## src/rtl/imem_loader.sv

```systemverilog
// -----------------------------------------------------------------------------
// imem_loader
//
// Fills instruction memory from a byte stream before the CPU is released.
// Stream format: a 16-bit word count (high byte first), then count*4
// instruction bytes. Each word is big-endian: its first byte lands in
// bits [31:24]. Every word goes out as one write at a word-aligned byte
// address, starting at BASE_ADDR. The CPU is held stopped until the load
// completes.
//
// Ports
//   clk           system clock, rising edge
//   rst_n         asynchronous active-low reset
//   start_i       one-cycle load request; honoured in IDLE, DONE or ERR
//   in_valid_i    in_data_i holds a byte
//   in_data_i     stream byte
//   in_ready_o    loader can take a byte this cycle
//   imem_we_o     one-cycle instruction memory write strobe
//   imem_addr_o   write byte address (word-aligned)
//   imem_wdata_o  write word
//   busy_o        load in progress (LEN_HI, LEN_LO, DATA, WRITE)
//   done_o        load completed; held until next start or reset
//   err_o         word count exceeded DEPTH; held until next start or reset
//   cpu_run_o     CPU enable; equals done_o
//   dbg_state_o   current FSM state encoding
//
// Handshake: a byte transfers on the rising edge where in_valid_i and
// in_ready_o are both high. in_ready_o depends only on the state, never on
// in_valid_i. The producer may hold in_valid_i low for any number of cycles,
// and a byte presented while in_ready_o is low is not consumed.
// -----------------------------------------------------------------------------
module imem_loader #(
  parameter int unsigned DEPTH     = 256,
  parameter logic [31:0] BASE_ADDR = 32'h0000_0000
) (
  input  logic        clk,
  input  logic        rst_n,
  input  logic        start_i,
  input  logic        in_valid_i,
  input  logic [7:0]  in_data_i,
  output logic        in_ready_o,
  output logic        imem_we_o,
  output logic [31:0] imem_addr_o,
  output logic [31:0] imem_wdata_o,
  output logic        busy_o,
  output logic        done_o,
  output logic        err_o,
  output logic        cpu_run_o,
  output logic [2:0]  dbg_state_o
);

  typedef enum logic [2:0] {
    S_IDLE   = 3'd0,
    S_LEN_HI = 3'd1,
    S_LEN_LO = 3'd2,
    S_DATA   = 3'd3,
    S_WRITE  = 3'd4,
    S_DONE   = 3'd5,
    S_ERR    = 3'd6
  } state_t;

  // One bit wider than the count, so a DEPTH of 65536 still compares correctly.
  localparam logic [16:0] DEPTH_L = 17'(DEPTH);

  state_t      state_q;
  logic [7:0]  count_hi_q;    // high byte of the word count
  logic [15:0] words_left_q;  // words still to be written
  logic [1:0]  byte_cnt_q;    // byte position inside the current word
  logic [23:0] asm_q;         // first three bytes of the word being assembled
  logic [31:0] addr_q;        // address of the next word to write
  logic        imem_we_q;
  logic [31:0] imem_addr_q;
  logic [31:0] imem_wdata_q;
  logic        done_q;
  logic        err_q;

  logic        accept;
  logic [15:0] count_d;       // full count once the low byte arrives
  logic [31:0] word_d;        // complete word once the 4th byte arrives

  assign in_ready_o = (state_q == S_LEN_HI) || (state_q == S_LEN_LO) ||
                      (state_q == S_DATA);
  assign busy_o     = (state_q == S_LEN_HI) || (state_q == S_LEN_LO) ||
                      (state_q == S_DATA)   || (state_q == S_WRITE);
  assign accept     = in_valid_i && in_ready_o;
  assign count_d    = {count_hi_q, in_data_i};
  assign word_d     = {asm_q, in_data_i};

  always_ff @(posedge clk or negedge rst_n) begin
    if (!rst_n) begin
      state_q      <= S_IDLE;
      count_hi_q   <= 8'd0;
      words_left_q <= 16'd0;
      byte_cnt_q   <= 2'd0;
      asm_q        <= 24'd0;
      addr_q       <= BASE_ADDR;
      imem_we_q    <= 1'b0;
      imem_addr_q  <= BASE_ADDR;
      imem_wdata_q <= 32'd0;
      done_q       <= 1'b0;
      err_q        <= 1'b0;
    end else begin
      case (state_q)
        S_IDLE, S_DONE, S_ERR: begin
          if (start_i) begin
            state_q    <= S_LEN_HI;
            done_q     <= 1'b0;
            err_q      <= 1'b0;
            addr_q     <= BASE_ADDR;
            byte_cnt_q <= 2'd0;
          end
        end

        S_LEN_HI: begin
          if (accept) begin
            count_hi_q <= in_data_i;
            state_q    <= S_LEN_LO;
          end
        end

        S_LEN_LO: begin
          if (accept) begin
            if (count_d == 16'd0) begin
              state_q <= S_DONE;
              done_q  <= 1'b1;
            end else if ({1'b0, count_d} > DEPTH_L) begin
              // Rejected before DATA, so addr_q never walks past the memory.
              state_q <= S_ERR;
              err_q   <= 1'b1;
            end else begin
              words_left_q <= count_d;
              state_q      <= S_DATA;
            end
          end
        end

        S_DATA: begin
          if (accept) begin
            asm_q      <= word_d[23:0];
            byte_cnt_q <= byte_cnt_q + 2'd1;
            if (byte_cnt_q == 2'd3) begin
              imem_wdata_q <= word_d;
              imem_addr_q  <= addr_q;
              imem_we_q    <= 1'b1;
              state_q      <= S_WRITE;
            end
          end
        end

        S_WRITE: begin
          imem_we_q    <= 1'b0;
          addr_q       <= addr_q + 32'd4;
          words_left_q <= words_left_q - 16'd1;
          if (words_left_q == 16'd1) begin
            state_q <= S_DONE;
            done_q  <= 1'b1;
          end else begin
            state_q <= S_DATA;
          end
        end

        default: begin
          state_q <= S_IDLE;
        end
      endcase
    end
  end

  assign imem_we_o    = imem_we_q;
  assign imem_addr_o  = imem_addr_q;
  assign imem_wdata_o = imem_wdata_q;
  assign done_o       = done_q;
  assign err_o        = err_q;
  assign cpu_run_o    = done_q;
  assign dbg_state_o  = state_q;

endmodule

```

## config.mk

```make
export PLATFORM = sky130hd
export DESIGN_NAME = imem_loader
export DESIGN_NICKNAME = d
export VERILOG_FILES = /design/src/rtl/imem_loader.sv
export SDC_FILE = /design/constraint.sdc
export NUM_CORES = 1
export LEC_CHECK = 0
export BUFFER_PORTS_ARGS = -buffer_cell sky130_fd_sc_hd__buf_2
export CORE_MARGIN = 1.5
export CORE_UTILIZATION = 60
export CTS_BUF_LIST = sky130_fd_sc_hd__clkbuf_8
export DETAILED_ROUTE_END_ITERATION = 8
export PLACE_DENSITY = 0.82
export SLEW_MARGIN = 15
export SYNTH_ARGS = -nofsm -noshare
export SYNTH_HDL_FRONTEND = slang
export SYNTH_SLANG_ARGS = --single-unit
```

## constraint.sdc

```tcl
create_clock -name clk -period 3.33 [get_ports clk]
set_clock_uncertainty 0.2 [all_clocks]
set_input_delay 0.8325 -clock clk [delete_from_list [all_inputs] [get_ports clk]]
set_output_delay 0.8325 -clock clk [all_outputs]
set_load 0.005 [all_outputs]
```

==> results of run 1 <==
## worst max path at each step
stage | slack [ns] | depth (start not counted) | from | to
6_report | 0.55 | 4 | dbg_state_o[1] | busy_o
5_1_grt | 0.49 | 4 | dbg_state_o[1] | busy_o
4_1_cts | 0.56 | 4 | dbg_state_o[1] | busy_o
3_5_place_dp | 0.28 | 6 | in_data_i[4] | words_left_q[5]
3_3_place_gp | 0.29 | 6 | in_data_i[4] | words_left_q[5]
2_1_floorplan | 0.52 | 6 | in_data_i[4] | words_left_q[3]
## cell families (layout without fill, tap and decap cells)
family	Yosys count	in the layout
xor gates and xnor gates	3	3
adders and majority gates	4	4
DFF	148	148
and+or+nand+nor	157	157
buffers and inverters	49	139
AOI/OAI and AO/OA	146	146
other	1	2
muxes	91	91
## final cells by class
type / count / area (µm²)
sequential: 148 / 3700
fill: 774 / 3120
multi-input combinational: 403 / 2850
timing repair buffer: 93 / 537
clock buffer: 17 / 234
clock inverter: 15 / 219
tap: 140 / 175
inverter: 14 / 52.6
## cell usage in the layout (no fill, tap or decap), types with 5 or more instances in the layout
master,Yosys,layout
nor3_1,13,13
and3_1,5,5
o211ai_1,6,6
and2_1,5,5
nand2_1,35,35
nand4_1,12,12
nor2_1,24,24
nand3_1,22,21
inv_1,14,14
mux2_2,90,90
o22a_1,5,5
a21oi_1,34,34
o31ai_1,5,5
or4_1,12,12
buf_2,1,81
or3_1,6,6
clkbuf_8,0,17
dfrtp_1,148,148
a31oi_1,19,19
buf_4,3,8
o21ai_0,50,50
nor2b_1,5,5
## through the flow
stage | setup slack (ns) | hold slack (ns) | cells | instance area (µm²)
after floorplan | 0.518 | 0.257 | 600 | 6740
after global placement | 0.295 | 0.261 | 798 | 7320
after detailed placement | 0.281 | 0.284 | 798 | 7320
after CTS | 0.556 | 0.305 | 830 | 7770
after global routing | 0.487 | 0.323 | 830 | 7770
final | 0.554 | 0.249 | 830 | 7770
## per-layer routing
layer / vias up / global-route usage [%]
li1: 2372 / -
met1: 2496 / 32.8
met2: 198 / 43.6
met3: 44 / 6.28
met4: 2 / 13.0
met5: - / 0
## power by group
group | switching [mW] | internal [mW] | leakage [nW]
Sequential | 0.404 | 2.18 | 1.97
Combinational | 0.735 | 0.659 | 1.55
Clock | 0.727 | 0.839 | 0.227
Total | 1.87 | 3.68 | 3.74
## sequential cells by signal, indices dropped and copies added, names as in the netlist
| signal | count |
|---|---|
| asm_q | 24 |
| imem_addr_o | 30 |
| count_hi_q | 8 |
| err_o | 1 |
| imem_we_o | 1 |
| addr_q | 30 |
| cpu_run_o | 1 |
| byte_cnt_q | 2 |
| words_left_q | 16 |
| dbg_state_o | 3 |
| imem_wdata_o | 32 |
## worst register-to-register path, stage by stage, from the launching register on
cell and delay, ns:
dfrtp_1 0.39, or4_1 0.53, nor4_1 0.56, a31o_2 0.42, o21ai_0 0.19, a211o_1 0.32
==> summary.md, run 1 <==
| Metric | Value |
|---|---|
| Initial Utilization | `61.9%` |
| Syn_area_per_cell | `11.2 µm²` |
| Max-slew headroom | `42.7%` |
| Buffers & Inverters on Critical Path | `2` |
| Worst-path clk slew | `0.09 ns` |
| Cell Pwr Density | `713 nW/µm²` |
| Clock tree root driver cell | `clkbuf_8` |
| Slowest stage delay, CP | `0.55 ns` |
| I/O pins | `85` |
| Die Wd | `109 µm` |
| Synth cell types | `56` |
| Maximum VDD drop | `0.514 mV` |
| Synth Area in XOR/XNOR | `0.390%` |
| Post CTS Setup Buffer Count | `0` |
| Worst Path Max Fanout | `13` |
| Port bufs | `82` |
| Gr ovfl total | `0` |
| Max Freq | `360 MHz` |
| Reg2Reg Depth | `5` |
| Antenna viol nets, final | `0` |
| Critical setup path kind | `reg -> out` |
| Mapped Cells | `599` |
| Share of flip-flops with an asynchronous set or reset | `100%` |
| Die height | `109 µm` |
| ANT cells | `0` |
| Adder and majority gate portion of the synthesized area | `0.743%` |
| Vias | `5112` |
| DR pass1 iterations | `5` |
| Remaining routing DRC violations | `0` |
| Area grow syn2layout | `15.4%` |
| Pins Over Slew Limit | `0` |
| H-tree lvl count | `4` |
| Worst skew pair latency | `0.46 ns` |
| Static leakage | `3.74 nW` |
| Metal3 WL | `835 µm` |
| Compound-Gate Fraction of Synth Area | `13.2%` |
| RSZ-0062 raised after global routing | `no` |
| Avg WL per Cell | `17.6 µm` |
| Element type at the critical path start | `flip-flop` |
| Final Hold Vio Count | `0` |
| Final setup fails | `0` |
| Vias/cell | `6.16` |
| Main combinational cell family by area after synthesis | `multiplexers` |
| Rows | `38` |
| Clock Path Buffers | `2` |
| Clock sink total | `148` |
| TritonCTS Buffers | `17` |
| R2r endpoint | `words_left_q[15]` |
| # nets final | `693` |
| Status | `completed` |
| Post-synthesis sequential area ratio | `55.0%` |
| Resize count post-CTS | `0` |
| Worst Path Required | `2.30 ns` |
| CTS tree | `done` |
| Crit path max-delay family | `flip-flops` |
| Nature of the critical path endpoint | `output pin` |
| Met2 wire length | `7420 µm` |
| Main synth FF type | `dfrtp_1` |
| Hold buffers post-CTS | `0` |
| Antenna violations before repair | `1` |
| Finished Core Util | `71.4%` |
| Slowest-stage cell, CP | `dfrtp_1` |
| Top-count cell post-synth | `dfrtp_1` |
| Power after layout | `5.54 mW` |
| Synth Area in Simple Gates | `12.6%` |
| Most frequent cells after synthesis | `148 x dfrtp_1, 90 x mux2_2, 50 x o21ai_0` |
| Ys Warns | `0` |
| Setup_tns | `0 ns` |
| Metal-1 WL | `5930 µm` |
| Synth top area cells | `dfrtp_1 55%, mux2_2 15%, o21ai_0 3.7%` |
| Largest area contributor in the netlist | `dfrtp_1` |
| Max-cap violations | `0` |
| WP data arrival | `1.74 ns` |
| Routed WL | `14600 µm` |
| Initial drt markers | `338` |
| Post-DP HPWL | `9850 µm` |
| Max layer used | `met5` |
| R2R setup slack | `0.60 ns` |
| Period Utilization, post-route | `83.4%` |
| Flops & latches, synth | `148` |
| Core area | `10900 µm²` |
| Pin count of the biggest net entering global routing | `149` |
| EDFF count, synth | `0` |
| Share of layout cells above drive strength 1 | `33.0%` |
| Vias in the first global route | `4944` |
| Syn Std Cell Area | `6740 µm²` |
| Reg2reg start | `count_hi_q[3]` |
| Worst slew pin tran | `0.853 ns` |
| First-pass GRT wire length | `23900 µm` |
| Multiplexer share of the synthesized area | `15.2%` |
| Worst hold path type | `in -> async` |
| Total track usage | `26.5%` |
| Critical Path, Cell by Cell | `buf_4 > nor2_1 > xnor2_1 > buf_2` |
| Final min period | `2.78 ns` |
| Placer Congestion | `0.894` |
| Die ar. | `11900 µm²` |
| Post-synth top area share | `55.0%` |
(Power assumes the default switching activity.)
==> run 2: changes to the inputs <==
--- a/config.mk
+++ b/config.mk
@@ -5,12 +5,13 @@
 export SDC_FILE = /design/constraint.sdc
 export NUM_CORES = 1
 export LEC_CHECK = 0
+export ABC_AREA = 1
 export BUFFER_PORTS_ARGS = -buffer_cell sky130_fd_sc_hd__buf_2
 export CORE_MARGIN = 1.5
-export CORE_UTILIZATION = 60
+export CORE_UTILIZATION = 55
 export CTS_BUF_LIST = sky130_fd_sc_hd__clkbuf_8
 export DETAILED_ROUTE_END_ITERATION = 8
-export PLACE_DENSITY = 0.82
+export PLACE_DENSITY = 0.79
 export SLEW_MARGIN = 15
 export SYNTH_ARGS = -nofsm -noshare
 export SYNTH_HDL_FRONTEND = slang
==> constraint.sdc (replaced) <==
create_clock -name clk -period 2.3 [get_ports clk]
set_clock_uncertainty 0.2 [all_clocks]
set_input_delay 0.575 -clock clk [delete_from_list [all_inputs] [get_ports clk]]
set_output_delay 0.575 -clock clk [all_outputs]
set_load 0.005 [all_outputs]
==> run 2 against run 1 <==
Cell count increased by 39%. Routed wire length rose by 4.9%. Register-to-register slack worse by 0.26 ns. Setup slack lost 0.48 ns.
==> summary.md, run 2 <==
| Metric | Value |
|---|---|
| Final Hold Vio Count | `0 (unchanged)` |
| Hold path startpoint | `in_data_i[6]` |
| Power after layout | `7.65 mW (+38%)` |
| Met2 wire length | `6650 µm (-10%)` |
| Nature of the critical path endpoint | `output pin` |
| Max-cap violations | `0 (unchanged)` |
| First-pass GRT wire length | `25800 µm (+7.7%)` |
| Vias | `5992 (+17%)` |
| EDFF count, synth | `0 (unchanged)` |
| Post-synth top area share | `52.7% (-2.3 points)` |
| Largest area contributor in the netlist | `dfrtp_1` |
| Status | `completed` |
| Reg2Reg Depth | `8 (+3)` |
| Port bufs | `82 (unchanged)` |
| TritonCTS Buffers | `17 (unchanged)` |
| Worst hold path type | `in -> reg` |
| # nets final | `989 (+43%)` |
| Die height | `116 µm (+6.5%)` |
| Cell count after placement | `1123 (+41%)` |
| Avg WL per Cell | `13.3 µm (-25%)` |
| Element type at the critical path start | `flip-flop` |
| ANT cells | `0 (unchanged)` |
| RSZ-0062 raised after global routing | `no` |
| Syn Std Cell Area | `7030 µm² (+4.4%)` |
| Comb power frac | `30.3% (+5.1 points)` |
| WP data arrival | `1.45 ns (-0.29 ns)` |
| Pins Over Slew Limit | `0 (unchanged)` |
| Period Utilization, post-route | `96.7%` |
| Main synth FF type | `dfrtp_1` |
| Die Wd | `116 µm (+6.5%)` |
| Cell Pwr Density | `948 nW/µm² (+33%)` |
| Post-synthesis sequential area ratio | `52.7% (-2.3 points)` |
| Worst slew pin tran | `0.556 ns (-0.297 ns)` |
| Syn_area_per_cell | `7.95 µm² (-29%)` |
| Synth top area cells | `dfrtp_1 53%, nand2_1 15%, o21ai_0 6.1%` |
| Worst Path Required | `1.52 ns (-0.78 ns)` |
| I/O pins | `85 (unchanged)` |
| Finished Layout Cells | `1157 (+39%)` |
| Filler cells | `1056 (+36%)` |
| Max Freq | `450 MHz` |
| Total track usage | `24.7% (-1.8 points)` |
| Vias/cell | `5.18 (-16%)` |
| Gr ovfl total | `0 (unchanged)` |
| Antenna viol nets, final | `0 (unchanged)` |
| Clock network power share | `24.2% (-4.1 points)` |
| Clock Path Buffers | `2 (unchanged)` |
| Metal-1 WL | `7320 µm (+24%)` |
| Worst skew pair latency | `0.46 ns (about the same)` |
| Leading cell types in the layout, fill and taps excluded | `286 x nand2_1, 146 x dfrtp_1, 94 x inv_1` |
| Reg2reg start | `addr_q[2]` |
| Critical setup path kind | `reg -> out` |
| Routed WL | `15400 µm (+4.9%)` |
| Antenna violations before repair | `0 (-1)` |
| R2R setup slack | `0.34 ns (-0.26 ns)` |
| H-tree lvl count | `4 (unchanged)` |
| R2r endpoint | `addr_q[16]` |
| Top-count cell post-synth | `nand2_1` |
| Setup_tns | `0 ns (unchanged)` |
| Share of flip-flops with an asynchronous set or reset | `100% (unchanged)` |
| Die ar. | `13500 µm² (+13%)` |
| Rows | `41 (+7.9%)` |
| Post-DP HPWL | `11100 µm (+13%)` |
| Initial Utilization | `55.9% (-5.9 points)` |
| WHS Endpoint | `asm_q[6]` |
| Final min period | `2.22 ns` |
| Max layer used | `met4` |
| Net Sw Frac | `37.8% (+4.2 points)` |
| Max FFs per register | `32 (unchanged)` |
| Ys Warns | `0 (unchanged)` |
| Final setup fails | `0 (unchanged)` |
| Most common cell after layout, fill and taps aside | `nand2_1` |
| CTS tree | `done` |
| Cell internal pwr | `4.76 mW (+29%)` |
| Flop pwr share | `45.4% (-1.2 points)` |
| Vias in the first global route | `5364 (+8.5%)` |
| Core area | `12600 µm² (+15%)` |
| Pin count of the biggest net entering global routing | `55 (-63%)` |
| Most frequent cells after synthesis | `286 x nand2_1, 148 x dfrtp_1, 92 x inv_1` |
| Share of layout cells above drive strength 1 | `15.6% (-17 points)` |
| Max-slew headroom | `62.6% (+20 points)` |
| Flops & latches, synth | `148 (unchanged)` |
| Area grow syn2layout | `14.8%` |
| Placer Congestion | `0.914 (+2.3%)` |
| Initial drt markers | `535 (+58%)` |
| Worst-path clk slew | `0.08 ns (about the same)` |
| Metal3 WL | `985 µm (+18%)` |
| Worst hold path stage count | `3` |
| Remaining routing DRC violations | `0 (unchanged)` |
| Static leakage | `4.06 nW (+8.7%)` |
| Crit path launch | `dbg_state_o[0]` |
| Mapped Cells | `884 (+48%)` |
| Synth cell types | `31 (-45%)` |
| Clock tree root driver cell | `clkbuf_8` |
| DR pass1 iterations | `5 (unchanged)` |
| Clock sink total | `148 (unchanged)` |
| Net switching power figure | `2.89 mW (+55%)` |
| Maximum VDD drop | `0.620 mV (+21%)` |
| Worst Path Max Fanout | `7 (-6)` |
## run 2: timing repair
| action | 4_1_cts | 5_1_grt |
|---|---|---|
| hold buffers | 1 | 0 |
| endpoints found under the hold margin | 18 | 0 |
| setup buffers | 0 | 2 |
| endpoints found under the setup margin | 1 | 2 |
| resized for setup | 2 | 2 |
## run 2: power by group through the flow
stage,sequential (mW),combinational [mW],clock [mW]
after floorplan,3.45,1.61,0
after global placement,3.51,2.19,0
final,3.48,2.32,1.85
after CTS,3.48,2.27,1.87
after detailed placement,3.52,2.25,0
after global routing,3.54,2.70,1.97
## run 2: cell families after synthesis
| kind of cell | Yosys count | synth area share (%) |
|---|---|---|
| AO/OA/AOI/OAI | 156 | 11.3 |
| XOR/XNOR | 2 | 0.249 |
| adder cells (fa/ha/maj) | 4 | 0.712 |
| buffers and inverters | 129 | 7.65 |
| flip-flops | 148 | 52.7 |
| multiplexers | 8 | 1.71 |
| other | 1 | 0.0533 |
| AND/OR/NAND/NOR | 436 | 25.6 |
## run 2: worst max-delay path by stage
stage / slack (ns) / end
2_1_floorplan: 0.45 / busy_o
3_3_place_gp: 0.31 / words_left_q[8]
3_5_place_dp: 0.25 / words_left_q[0]
4_1_cts: 0.03 / busy_o
5_1_grt: 0.01 / busy_o
6_report: 0.08 / busy_o
## run 2: through the flow
stage               instance area (µm²)  hold WS (ns)  worst slack, ns  utilization, %
finish                             8070         0.171           0.0763            64.2
global route                       8070         0.185          0.00977            64.2
CTS                                8050         0.164           0.0329            64.0
detailed placement                 7670         0.236            0.247            61.0
global placement                   7670         0.236            0.306            61.0
floorplan                          7040        0.0794            0.446               -
## run 2: worst max-delay path: stages (launching register included)
cell and delay (ns):
dfrtp_1 0.39, buf_4 0.17, o21ai_4 0.18, nand2_1 0.11
buf_2 0.14
## run 2: metal layers
layer  global-route usage, %  vias up
li1                        -     3004
met2                    35.8      164
met1                    35.3     2793
met3                    6.64       31
met4                    10.3        0
met5                       0        -
## run 2: layout make-up
class | instances | area, µm² | area share [%]
clock buffer | 18 | 248 | 3.07
clock inverter | 13 | 113 | 1.40
inverter | 99 | 372 | 4.60
multi-input combinational | 608 | 2810 | 34.8
sequential | 148 | 3710 | 45.9
tap | 172 | 215 | 2.67
timing repair buffer | 99 | 609 | 7.55
